--- src/rtl/fft_mag_scheduler.sv ---
// Frame-granular round-robin scheduler sharing one fixed-latency FFT magnitude
// datapath between NUM_CH streams; a tag line tracks each sample to its result.
module fft_mag_scheduler #(
  parameter int NUM_CH    = 2,
  parameter int FRAME_LEN = 1024,
  parameter int PIPE_LAT  = 32,
  parameter int DW        = 20,
  parameter int MW        = 21,
  localparam int CW = (NUM_CH > 1) ? $clog2(NUM_CH) : 1,
  localparam int BW = $clog2(FRAME_LEN)
) (
  input  logic                 clk,
  input  logic                 rst,
  input  logic [NUM_CH-1:0]    ch_valid,
  input  logic [NUM_CH-1:0]    ch_sof,
  input  logic [NUM_CH*DW-1:0] ch_real,
  input  logic [NUM_CH*DW-1:0] ch_imag,
  output logic [NUM_CH-1:0]    ch_ready,
  output logic                 dp_valid,
  output logic [DW-1:0]        dp_real,
  output logic [DW-1:0]        dp_imag,
  input  logic [MW-1:0]        dp_mag,
  output logic                 mag_valid,
  output logic [MW-1:0]        mag_out,
  output logic [CW-1:0]        mag_ch,
  output logic [BW-1:0]        mag_bin,
  output logic                 mag_sof,
  output logic                 mag_eof,
  output logic                 busy,
  output logic [NUM_CH-1:0]    err_sticky
);

  typedef enum logic {IDLE, STREAM} state_t;

  typedef struct packed {
    logic          v;
    logic [CW-1:0] ch;
    logic [BW-1:0] bin;
    logic          sof;
    logic          eof;
  } tag_t;

  state_t            state, state_nxt;
  logic [CW-1:0]     grant, grant_nxt, rr_ptr;
  logic [BW-1:0]     bin_cnt;
  logic              hs_stream, last_bin;
  logic [NUM_CH-1:0] sof_req, flush, err_set;
  tag_t              issue_tag, exit_tag;
  tag_t              tag_line [PIPE_LAT+1];

  function automatic logic [CW-1:0] wrap_idx(input logic [CW-1:0] base, input int off);
    int s;
    s = int'(base) + off;
    if (s >= NUM_CH) s = s - NUM_CH;
    return CW'(s);
  endfunction

  assign sof_req   = ch_valid & ch_sof;
  assign hs_stream = (state == STREAM) && ch_valid[grant];
  assign last_bin  = (bin_cnt == BW'(FRAME_LEN-1));

  always_ff @(posedge clk or negedge rst) begin
    if (!rst) begin
      state   <= IDLE;
      grant   <= '0;
      rr_ptr  <= '0;
      bin_cnt <= '0;
    end else begin
      state <= state_nxt;
      grant <= grant_nxt;
      if (hs_stream) begin
        if (last_bin) begin
          bin_cnt <= '0;
          rr_ptr  <= (grant == CW'(NUM_CH-1)) ? '0 : grant + 1'b1;
        end else begin
          bin_cnt <= bin_cnt + 1'b1;
        end
      end
    end
  end

  // Descending scan so the smallest offset from rr_ptr wins the grant.
  always_comb begin
    state_nxt = state;
    grant_nxt = grant;
    case (state)
      IDLE: begin
        for (int i = NUM_CH-1; i >= 0; i--) begin
          if (sof_req[wrap_idx(rr_ptr, i)]) begin
            grant_nxt = wrap_idx(rr_ptr, i);
            state_nxt = STREAM;
          end
        end
      end
      STREAM: if (hs_stream && last_bin) state_nxt = IDLE;
      default: state_nxt = IDLE;
    endcase
  end

  always_comb begin
    flush   = '0;
    err_set = '0;
    if (state == IDLE) flush = ch_valid & ~ch_sof;
    if (hs_stream && ch_sof[grant] && (bin_cnt != '0)) err_set[grant] = 1'b1;
  end

  always_comb begin
    ch_ready = '0;
    case (state)
      IDLE:    ch_ready = flush;
      STREAM:  ch_ready[grant] = 1'b1;
      default: ch_ready = '0;
    endcase
  end

  always_ff @(posedge clk or negedge rst) begin
    if (!rst) err_sticky <= '0;
    else      err_sticky <= err_sticky | flush | err_set;
  end

  always_ff @(posedge clk or negedge rst) begin
    if (!rst) begin
      issue_tag <= '0;
      dp_real   <= '0;
      dp_imag   <= '0;
    end else begin
      issue_tag <= {hs_stream, grant, bin_cnt, (bin_cnt == '0), last_bin};
      if (hs_stream) begin
        dp_real <= ch_real[grant*DW +: DW];
        dp_imag <= ch_imag[grant*DW +: DW];
      end
    end
  end

  assign dp_valid = issue_tag.v;

  // One stage beyond PIPE_LAT accounts for the datapath's own input register.
  always_ff @(posedge clk or negedge rst) begin
    if (!rst) begin
      for (int i = 0; i <= PIPE_LAT; i++) tag_line[i] <= '0;
    end else begin
      tag_line[0] <= issue_tag;
      for (int i = 1; i <= PIPE_LAT; i++) tag_line[i] <= tag_line[i-1];
    end
  end

  assign exit_tag = tag_line[PIPE_LAT];

  always_ff @(posedge clk or negedge rst) begin
    if (!rst) begin
      mag_valid <= 1'b0;
      mag_out   <= '0;
      mag_ch    <= '0;
      mag_bin   <= '0;
      mag_sof   <= 1'b0;
      mag_eof   <= 1'b0;
    end else begin
      mag_valid <= exit_tag.v;
      mag_sof   <= exit_tag.v & exit_tag.sof;
      mag_eof   <= exit_tag.v & exit_tag.eof;
      if (exit_tag.v) begin
        mag_out <= dp_mag;
        mag_ch  <= exit_tag.ch;
        mag_bin <= exit_tag.bin;
      end
    end
  end

  always_comb begin
    busy = (state == STREAM) | issue_tag.v;
    for (int i = 0; i <= PIPE_LAT; i++) busy = busy | tag_line[i].v;
  end

endmodule
--- config.mk ---
export PLATFORM = sky130hd
export DESIGN_NAME = fft_mag_scheduler
export DESIGN_NICKNAME = d
export VERILOG_FILES = /design/src/rtl/fft_mag_scheduler.sv
export SDC_FILE = /design/constraint.sdc
export NUM_CORES = 1
export LEC_CHECK = 0
export BUFFER_PORTS_ARGS = -buffer_cell sky130_fd_sc_hd__buf_2
export CORE_ASPECT_RATIO = 0.5
export CORE_MARGIN = 4
export CORE_UTILIZATION = 40
export CTS_BUF_LIST = sky130_fd_sc_hd__clkbuf_4 sky130_fd_sc_hd__clkbuf_8
export CTS_CLUSTER_SIZE = 14
export DETAILED_ROUTE_END_ITERATION = 6
export SYNTH_ARGS = -nofsm -noshare
export SYNTH_HDL_FRONTEND = slang
export SYNTH_SLANG_ARGS = --single-unit
export TNS_END_PERCENT = 1
--- constraint.sdc ---
create_clock -name clk -period 2.4 [get_ports clk]
set_input_delay 0.12 -clock clk [delete_from_list [all_inputs] [get_ports clk]]
set_output_delay 0.12 -clock clk [all_outputs]
set_load 0.01 [all_outputs]
==> impl_metrics.toml, run 1 <==
[synthesis]
synthesis.area_mm2 = 0.0159
ys_ff_latch = 566
synth_largest_area_cell = "dfrtp_1"
synthCells = 816
synth-seq-area-share = 0.893
async_flop_share = 1.00
yosysMostFrequentCell = "dfrtp_1"
synth_area_leaders = "dfrtp_1, mux2i_1, mux2_2"
synth-edff-count = 0
synth_top_cell_area_share = 0.893
ys_types = 32
synthTopCellsByCount = "dfrtp_1, nand2_1, o21ai_0, mux2i_1, mux2_2"
synth_ff_type = "dfrtp_1"
synth_nets = 925
syn_avg_cell_area_um2 = 19.4
yosysWarnings = 0

[cts]
worstSkewPairLatency_ns = 0.59
postCtsSetupRepairBufs = 0
cts.reportedPaths.clkPinSlew_ns = 0.07
postCtsHoldBufs = 109
cts_resized = 0
cts_buffers = 73
clock-sinks = 566
cts-root-buf = "clkbuf_8"
clock_path_buffers = 3
htreeDepth = 3
cts_tree = "done"

[timing]
worst_slew_pin_slew_ns = 0.746
grt_setup_unrepaired = "no"
relSlewSlack = 0.503
hold_viol = 0
fmax_mhz = 470
setup_violations = 0
setup_ws_ns = 0.271
fin_crit_sh = 0.887
report.final.slew_viol_count = 0
fin_crit_ns = 2.13
whs_ns = 0.0606
clock_skew_ns = 0.0180
fin_setup_tns_ns = 0

[setup_path]
start_kind = "flip-flop"
worstPathRequired_ns = 2.93
crit_path_end_kind = "flip-flop"
worst-path-buf-inv = 2
path_delay_family = "buffers and inverters"
path_cells = "mux2i_2 -> nand2b_2 -> inv_4 -> and2_1 -> a31oi_1 -> dlygate4sd3_1"
cp.arrival_ns = 2.66
path_depth = 6
critPathKind = "reg -> reg"
path_max_fanout = 15
slowest_stage = "dlygate4sd3_1"
slowest_delay_ns = 0.55
rr_worst_depth = 6

[place]
gp_congestion = 0.816
dp_hpwl_um = 13700
postPlaceCellArea_mm2 = 0.0176
portBuffers = 187
pre_cts_slack_ns = 0.719

[global_routing]
grt_antenna_before_repair = 2
grt-ovfl-total = 0
grt_pass1_vias = 8474
grt_usage = 0.116
grt_pass1_wl_um = 40100
grt_start_max_net_pins = 73

[hold_path]
hold_path.class = "in -> async"

[detailed_routing]
wire_per_inst_um = 13.5
drt_first_pass_iters = 4
vias_per_cell = 4.25
ant_nets = 0
initialDrtViolationCount = 392
num_vias = 7527
wl_um = 23900
drc_errors = 0

[floorplanning]
core_area_mm2 = 0.0390
pin_count = 188
start_util = 0.407
dieArea_mm2 = 0.0431
fp.dieW_um = 290
die_y_um = 149
num_rows = 51

[power_and_ir_drop]
powerDensity_mw_per_mm2 = 1010
leakagePower_nw = 9.73
ir_drop_v = 0.000396

[job]
drv_cap = 0

[outcome]
status = "finished clean"

[finish]
multi_input_area_mm2 = 0.00157
area_growth_pct = 27.5
final_cell_area_mm2 = 0.0202
nFillCells = 3100
register_area_mm2 = 0.0142
nets = 1299
drive_above_1_share = 0.299
registers in the layout, summed over array words and instances (netlist names), 2 cells and up:
signal / cells
mag_out: 21
err_sticky: 2
dp_imag: 20
tag_line: 448
mag_bin: 10
exit_tag: 14
issue_tag: 13
bin_cnt: 10
dp_real: 20
logic make-up (layout without fill, tap and decap cells):
family	Yosys count	in the layout	synth area share
AO/OA/AOI/OAI	48	48	0.0159
XOR/XNOR	8	8	0.00442
adder cells (fa/ha/maj)	2	2	0.00158
buffers and inverters	27	450	0.00813
flip-flops	566	566	0.893
multiplexers	75	75	0.0501
other	0	2	0
AND/OR/NAND/NOR	90	90	0.0267
cells in the final DEF, fill, tap and decap left out, types with 7 or more instances in the layout:
cell type / n
buf_12: 7
nand2_1: 48
dfrtp_1: 565
dlygate4sd3_1: 109
buf_4: 16
buf_2: 186
clkbuf_8: 86
mux2i_1: 42
nor2_1: 8
clkbuf_4: 25
nor4_1: 12
o21ai_0: 43
mux2_2: 32
power by group:
part	total (mW)	switching, mW	internal (mW)
Combinational	1.21	0.632	0.581
Sequential	12.3	0.629	11.6
Clock	6.97	3.20	3.77
layout make-up:
type                       count  area share
antenna                        2    0.000248
clock buffer                 111      0.0678
clock inverter                13     0.00569
inverter                       7     0.00142
multi-input combinational    223      0.0776
sequential                   566       0.701
tap                          530      0.0328
timing repair buffer         319       0.114
per-stage QoR:
stage          utilization  power, mW  std cells
2_1_floorplan            -       12.7        816
3_5_place_dp         0.452       13.5       1536
5_1_grt              0.518       21.6       1771
4_1_cts              0.518       20.8       1769
3_3_place_gp         0.452       13.4       1536
6_report             0.518       20.4       1771
worst reg2reg max path: stages, from the launching register on:
cell and delay [ns]:
dfrtp_2 0.41, mux2i_2 0.27, nand2b_2 0.38, inv_4 0.09, and2_1 0.23, a31oi_1 0.14, dlygate4sd3_1 0.55
worst paths after layout:
kind                                       to     startpoint  slack (ns)
max in group asynchronous       tag_line[434]            rst        1.47
worst max-delay path                    state          grant        0.27
worst min-delay path               mag_bin[2]            rst        0.06
worst min register to register  tag_line[288]  tag_line[302]        0.34
worst max register to register          state          grant        0.27
min in group clk                  mag_out[14]     dp_mag[14]        0.29
metal layers:
layer / vias to the layer above / part of all wire / track usage
met2: 167 / 0.50 / 0.186
met1: 3861 / 0.42 / 0.143
met4: 0 / 0.032 / 0.0630
met5: - / 0 / 0
met3: 68 / 0.050 / 0.0348
li1: 3431 / - / -
Power figures use the tool's default switching activity.
==> run 2: changes to the inputs <==
==> constraint.sdc (replaced) <==
create_clock -name clk -period 2.4 [get_ports clk]
set_input_delay 0.48 -clock clk [delete_from_list [all_inputs] [get_ports clk]]
set_output_delay 0.48 -clock clk [all_outputs]
set_load 0.01 [all_outputs]
==> impl_metrics.toml, run 2 (same netlist as run 1, synthesis figures left out) <==
[setup_path]
endpoint = "busy"
crit_path_start = "tag_line[83]"
r2r_slack_ns = 0.57
slowest_delay_ns = 0.39
regToRegEndpoint = "dp_imag[12]"
worstPathRequired_ns = 1.92
path_max_fanout = 2
start_kind = "flip-flop"
path_depth = 5
slowest_stage = "dfrtp_1"
path_common_cell = "nand4_1"
cp.arrival_ns = 1.80
path_cells = "nor4_1 -> nand4_1 -> nor2_1 -> nand4_1 -> buf_2"
path_delay_family = "simple AND/OR/NAND/NOR gates"
critPathKind = "reg -> out"
worst-path-buf-inv = 1
r2r_start = "grant"
crit_path_end_kind = "primary output"
rr_worst_depth = 4

[timing]
worst_slew_pin_slew_ns = 0.622
setup_ws_ns = 0.119
fin_crit_sh = 0.951
setup_violations = 0
report.final.slew_viol_count = 0
fin_crit_ns = 2.28
clock_skew_ns = 0.0212
relSlewSlack = 0.582
grt_setup_unrepaired = "yes"
fmax_mhz = 438
hold_viol = 0

[place]
pre_cts_slack_ns = 0.497
gp_congestion = 0.790
dp_hpwl_um = 13900
portBuffers = 187

[cts]
worstSkewPairLatency_ns = 0.62
cts.reportedPaths.clkPinSlew_ns = 0.07
cts-root-buf = "clkbuf_8"
clock-sinks = 566
htreeDepth = 3
cts_tree = "done"
cts_buffers = 72
clock_path_buffers = 3

[floorplanning]
die_y_um = 149
core_area_mm2 = 0.0390
start_util = 0.407
dieArea_mm2 = 0.0431
fp.dieW_um = 290
num_rows = 51
pin_count = 188

[detailed_routing]
vias_per_cell = 4.24
initialDrtViolationCount = 337
wl_um = 22600
num_vias = 7029
ant_nets = 0
wire_per_inst_um = 13.6
drt_first_pass_iters = 4
drc_errors = 0

[outcome]
status = "finished clean"

[hold_path]
hold_path.class = "in -> reg"
hp-start = "dp_mag[1]"

[finish]
drive_above_1_share = 0.328
layout_common_cells = "dfrtp_1, buf_2, clkbuf_8, nand2_1, o21ai_0"
top_register = "tag_line"
reg_top3 = "tag_line x448, mag_out x21"
nets = 1187
largest_register_ffs = 448
area_growth_pct = 20.8
layout_commonest_cell = "dfrtp_1"
nFillCells = 3218
post-route-util = 0.491

[power_and_ir_drop]
ir_drop_v = 0.000402
netSwitchingFraction = 0.221
powerDensity_mw_per_mm2 = 1060
cellInternalPower_mw = 15.9
comb_power_share = 0.051
leakagePower_nw = 9.29
p_seq_frac = 0.603
p_switching_mw = 4.50
clkPwrFrac = 0.346
finalPower_mw = 20.4

[global_routing]
grt_pass1_wl_um = 37300
grt_pass1_vias = 7575
grt-ovfl-total = 0
grt_antenna_before_repair = 1
grt_usage = 0.108
grt_start_max_net_pins = 81

[job]
drv_cap = 0
## run 2: changes by cell type in the layout (fill, tap and decap cells not counted), sizes merged, moves of 2 or more
cell,change
buf,-3
clkinv,+2
dlygate4sd3,-108
inv,+3
clkbuf,-4
clkinvlp,-4
## run 2: repair_timing
| item | in CTS | in global routing |
|---|---|---|
| cloned | 0 | 0 |
| pin swaps | 0 | 4 |
| resized for setup | 4 | 3 |
| endpoints found under the setup margin | 2 | 2 |
| setup buffers | 1 | 0 |
| hold endpoints to repair | 49 | 0 |
| hold buffers | 1 | 0 |
## run 2: cell type report
type,count,area [µm²],area share
clock inverters,14,135,0.00705
diodes,1,2.50,0.000131
well taps,530,663,0.0346
multi-input cells,223,1590,0.0828
inverters,7,28.8,0.00150
repair buffers,208,1210,0.0630
flip-flops and latches,566,14200,0.740
clock buffers,107,1370,0.0713
## run 2: layer usage
layer,vias to the layer above,part of all wire,track usage
met5,-,0,0
met4,0,0.025,0.0445
met3,57,0.056,0.0397
met2,143,0.49,0.170
met1,3638,0.42,0.138
li1,3191,-,-
## run 2: how the worst min path moves through the flow
stage,end,slack [ns],depth (start not counted)
2_1_floorplan,bin_cnt[0],0.18,0
3_3_place_gp,tag_line[255],0.33,0
3_5_place_dp,exit_tag[11],0.33,0
4_1_cts,mag_out[0],0.04,2
5_1_grt,mag_out[0],0.03,2
6_report,mag_out[1],0.09,2
## run 2: power groups by stage
| stage | clock network, mW | logic [mW] | registers, mW |
|---|---|---|---|
| 6_report | 7.05 | 1.04 | 12.3 |
| 3_3_place_gp | 0 | 1.03 | 12.3 |
| 4_1_cts | 7.37 | 1.07 | 12.3 |
| 5_1_grt | 7.81 | 1.17 | 12.5 |
| 2_1_floorplan | 0 | 0.368 | 12.3 |
| 3_5_place_dp | 0 | 1.07 | 12.5 |
## run 2: stage by stage
stage,hold slack [ns],TNS (ns),std cells,cell area [µm²]
2_1_floorplan,0.184,0,816,15900
3_3_place_gp,0.331,0,1532,17600
3_5_place_dp,0.335,0,1532,17600
4_1_cts,0.0353,0,1655,19100
5_1_grt,0.0306,-0.0491,1656,19200
6_report,0.0936,0,1656,19200
==> run 3: changes to the inputs <==
--- a/config.mk
+++ b/config.mk
@@ -8,7 +8,7 @@
 export BUFFER_PORTS_ARGS = -buffer_cell sky130_fd_sc_hd__buf_2
 export CORE_ASPECT_RATIO = 0.5
 export CORE_MARGIN = 4
-export CORE_UTILIZATION = 40
+export CORE_UTILIZATION = 45
 export CTS_BUF_LIST = sky130_fd_sc_hd__clkbuf_4 sky130_fd_sc_hd__clkbuf_8
 export CTS_CLUSTER_SIZE = 14
 export DETAILED_ROUTE_END_ITERATION = 6
==> impl_metrics.toml, run 3 (same netlist as run 1, synthesis figures left out) <==
[place]
pre_cts_slack_ns = 0.481
portBuffers = 187
dp_hpwl_um = 13300
gp_congestion = 0.799

[detailed_routing]
num_vias = 7077
ant_nets = 0
wl_um = 21900
wire_per_inst_um = 13.7
drt_first_pass_iters = 4
initialDrtViolationCount = 335
vias_per_cell = 4.41
drc_errors = 0

[setup_path]
path_cells = "nor4_1 -> nand4_1 -> nor2_1 -> nand4_1 -> buf_2"
cp.arrival_ns = 1.81
critPathKind = "reg -> out"
rr_worst_depth = 4
endpoint = "busy"
crit_path_end_kind = "primary output"
worstPathRequired_ns = 1.92
slowest_delay_ns = 0.40
slowest_stage = "dfrtp_1"
r2r_start = "grant"
path_max_fanout = 2
r2r_slack_ns = 0.67
regToRegEndpoint = "dp_imag[6]"
path_common_cell = "nand4_1"
crit_path_start = "tag_line[83]"
start_kind = "flip-flop"

[cts]
clock_path_buffers = 3
cts-root-buf = "clkbuf_8"
cts_buffers = 73
clock-sinks = 566
htreeDepth = 3
cts_tree = "done"
cts.reportedPaths.clkPinSlew_ns = 0.07
worstSkewPairLatency_ns = 0.60

[power_and_ir_drop]
comb_power_share = 0.051
netSwitchingFraction = 0.215
powerDensity_mw_per_mm2 = 1060
clkPwrFrac = 0.343
p_seq_frac = 0.607
cellInternalPower_mw = 15.9
leakagePower_nw = 9.28
p_switching_mw = 4.36
ir_drop_v = 0.000352

[global_routing]
grt_antenna_before_repair = 1
grt_start_max_net_pins = 74
grt_use_met3 = 0.0437
grt_pass1_vias = 7829
grt_pass1_wl_um = 37800
grt-ovfl-total = 0
met2_usage = 0.190
grt_usage = 0.122
use_met1 = 0.155
busiest_layer = "met2"

[floorplanning]
pin_count = 188
num_rows = 48
die_y_um = 141
dieArea_mm2 = 0.0385
start_util = 0.458
core_area_mm2 = 0.0346
fp.dieW_um = 273

[finish]
top_register = "tag_line"
area_growth_pct = 20.2
drive_above_1_share = 0.328
nFillCells = 2742
largest_register_ffs = 448
layout_common_cells = "dfrtp_1, buf_2, clkbuf_8, nand2_1, o21ai_0"
layout_commonest_cell = "dfrtp_1"
nets = 1187
reg_top3 = "tag_line x448, mag_out x21"

[timing]
grt_setup_unrepaired = "yes"
hold_viol = 0
fin_crit_sh = 0.953
fin_crit_ns = 2.29
fin_setup_tns_ns = 0
setup_ws_ns = 0.112
relSlewSlack = 0.581
fmax_mhz = 437
worst_slew_pin_slew_ns = 0.623
clock_skew_ns = 0.0228
setup_violations = 0
report.final.slew_viol_count = 0

[outcome]
status = "finished clean"

[job]
drv_cap = 0

[hold_path]
hold_path.class = "in -> reg"
==> run 3: cell count changes in the layout (fill, tap and decap cells not counted), sizes merged <==
cell / before / now
clkinvlp: 1 / 2
clkinv: 7 / 6
clkbuf: 107 / 116
bufinv: 1 / 0
inv: 12 / 7
buf: 207 / 206
==> run 3: area by class of cell <==
cell class                 count  area, µm²  area share
tap                          475        594      0.0312
inverter                       7       28.8     0.00151
antenna                        1       2.50    0.000131
multi-input combinational    223       1580      0.0829
clock buffer                 116       1450      0.0759
sequential                   566      14200       0.743
clock inverter                 8       48.8     0.00256
timing repair buffer         207       1190      0.0624
==> run 3: worst min path at each step <==
stage	start	to	slack, ns	cells after the start
floorplan	rst	bin_cnt[0]	0.18	0
global placement	tag_line[456]	tag_line[442]	0.33	0
detailed placement	tag_line[126]	tag_line[112]	0.33	0
CTS	dp_mag[13]	mag_out[13]	0.05	2
global route	dp_mag[17]	mag_out[17]	0.06	2
finish	dp_mag[13]	mag_out[13]	0.12	2
==> run 3: metrics by stage <==
step / cells / power [mW] / util / hold slack [ns] / cell area (µm²)
3_5_place_dp: 1476 / 13.6 / 0.507 / 0.335 / 17500
2_1_floorplan: 816 / 12.7 / - / 0.184 / 15900
4_1_cts: 1602 / 20.7 / 0.551 / 0.0491 / 19100
5_1_grt: 1603 / 21.4 / 0.551 / 0.0620 / 19100
3_3_place_gp: 1476 / 13.4 / 0.507 / 0.331 / 17500
6_report: 1603 / 20.2 / 0.551 / 0.119 / 19100
==> run 3: what timing repair did <==
| item | 4_1_cts | 5_1_grt |
|---|---|---|
| hold buffers | 1 | 0 |
| buffers inserted | 1 | 0 |
| resized for setup | 4 | 0 |
| endpoints found under the hold margin | 53 | 0 |
| pin swaps | 2 | 0 |
| setup endpoints to repair | 3 | 1 |
==> run 3: power by group through the flow <==
stage / clock network (mW) / registers (mW) / logic, mW
floorplan: 0 / 12.3 / 0.368
global placement: 0 / 12.3 / 1.02
detailed placement: 0 / 12.5 / 1.05
CTS: 7.27 / 12.3 / 1.06
global route: 7.73 / 12.5 / 1.15
finish: 6.94 / 12.3 / 1.02
==> run 3: worst max-delay path, delay by kind of cell (launching register included) <==
| family | cells | cell delay [ns] |
|---|---|---|
| buffers and inverters | 1 | 0.16 |
| and+or+nand+nor | 4 | 0.64 |
| DFF | 1 | 0.40 |
==> run 3: per-layer routing <==
| layer | up-vias | routed length, µm |
|---|---|---|
| met5 | - | 0 |
| met4 | 0 | 708 |
| met3 | 66 | 1320 |
| met2 | 161 | 10800 |
| met1 | 3651 | 9160 |
| li1 | 3199 | - |
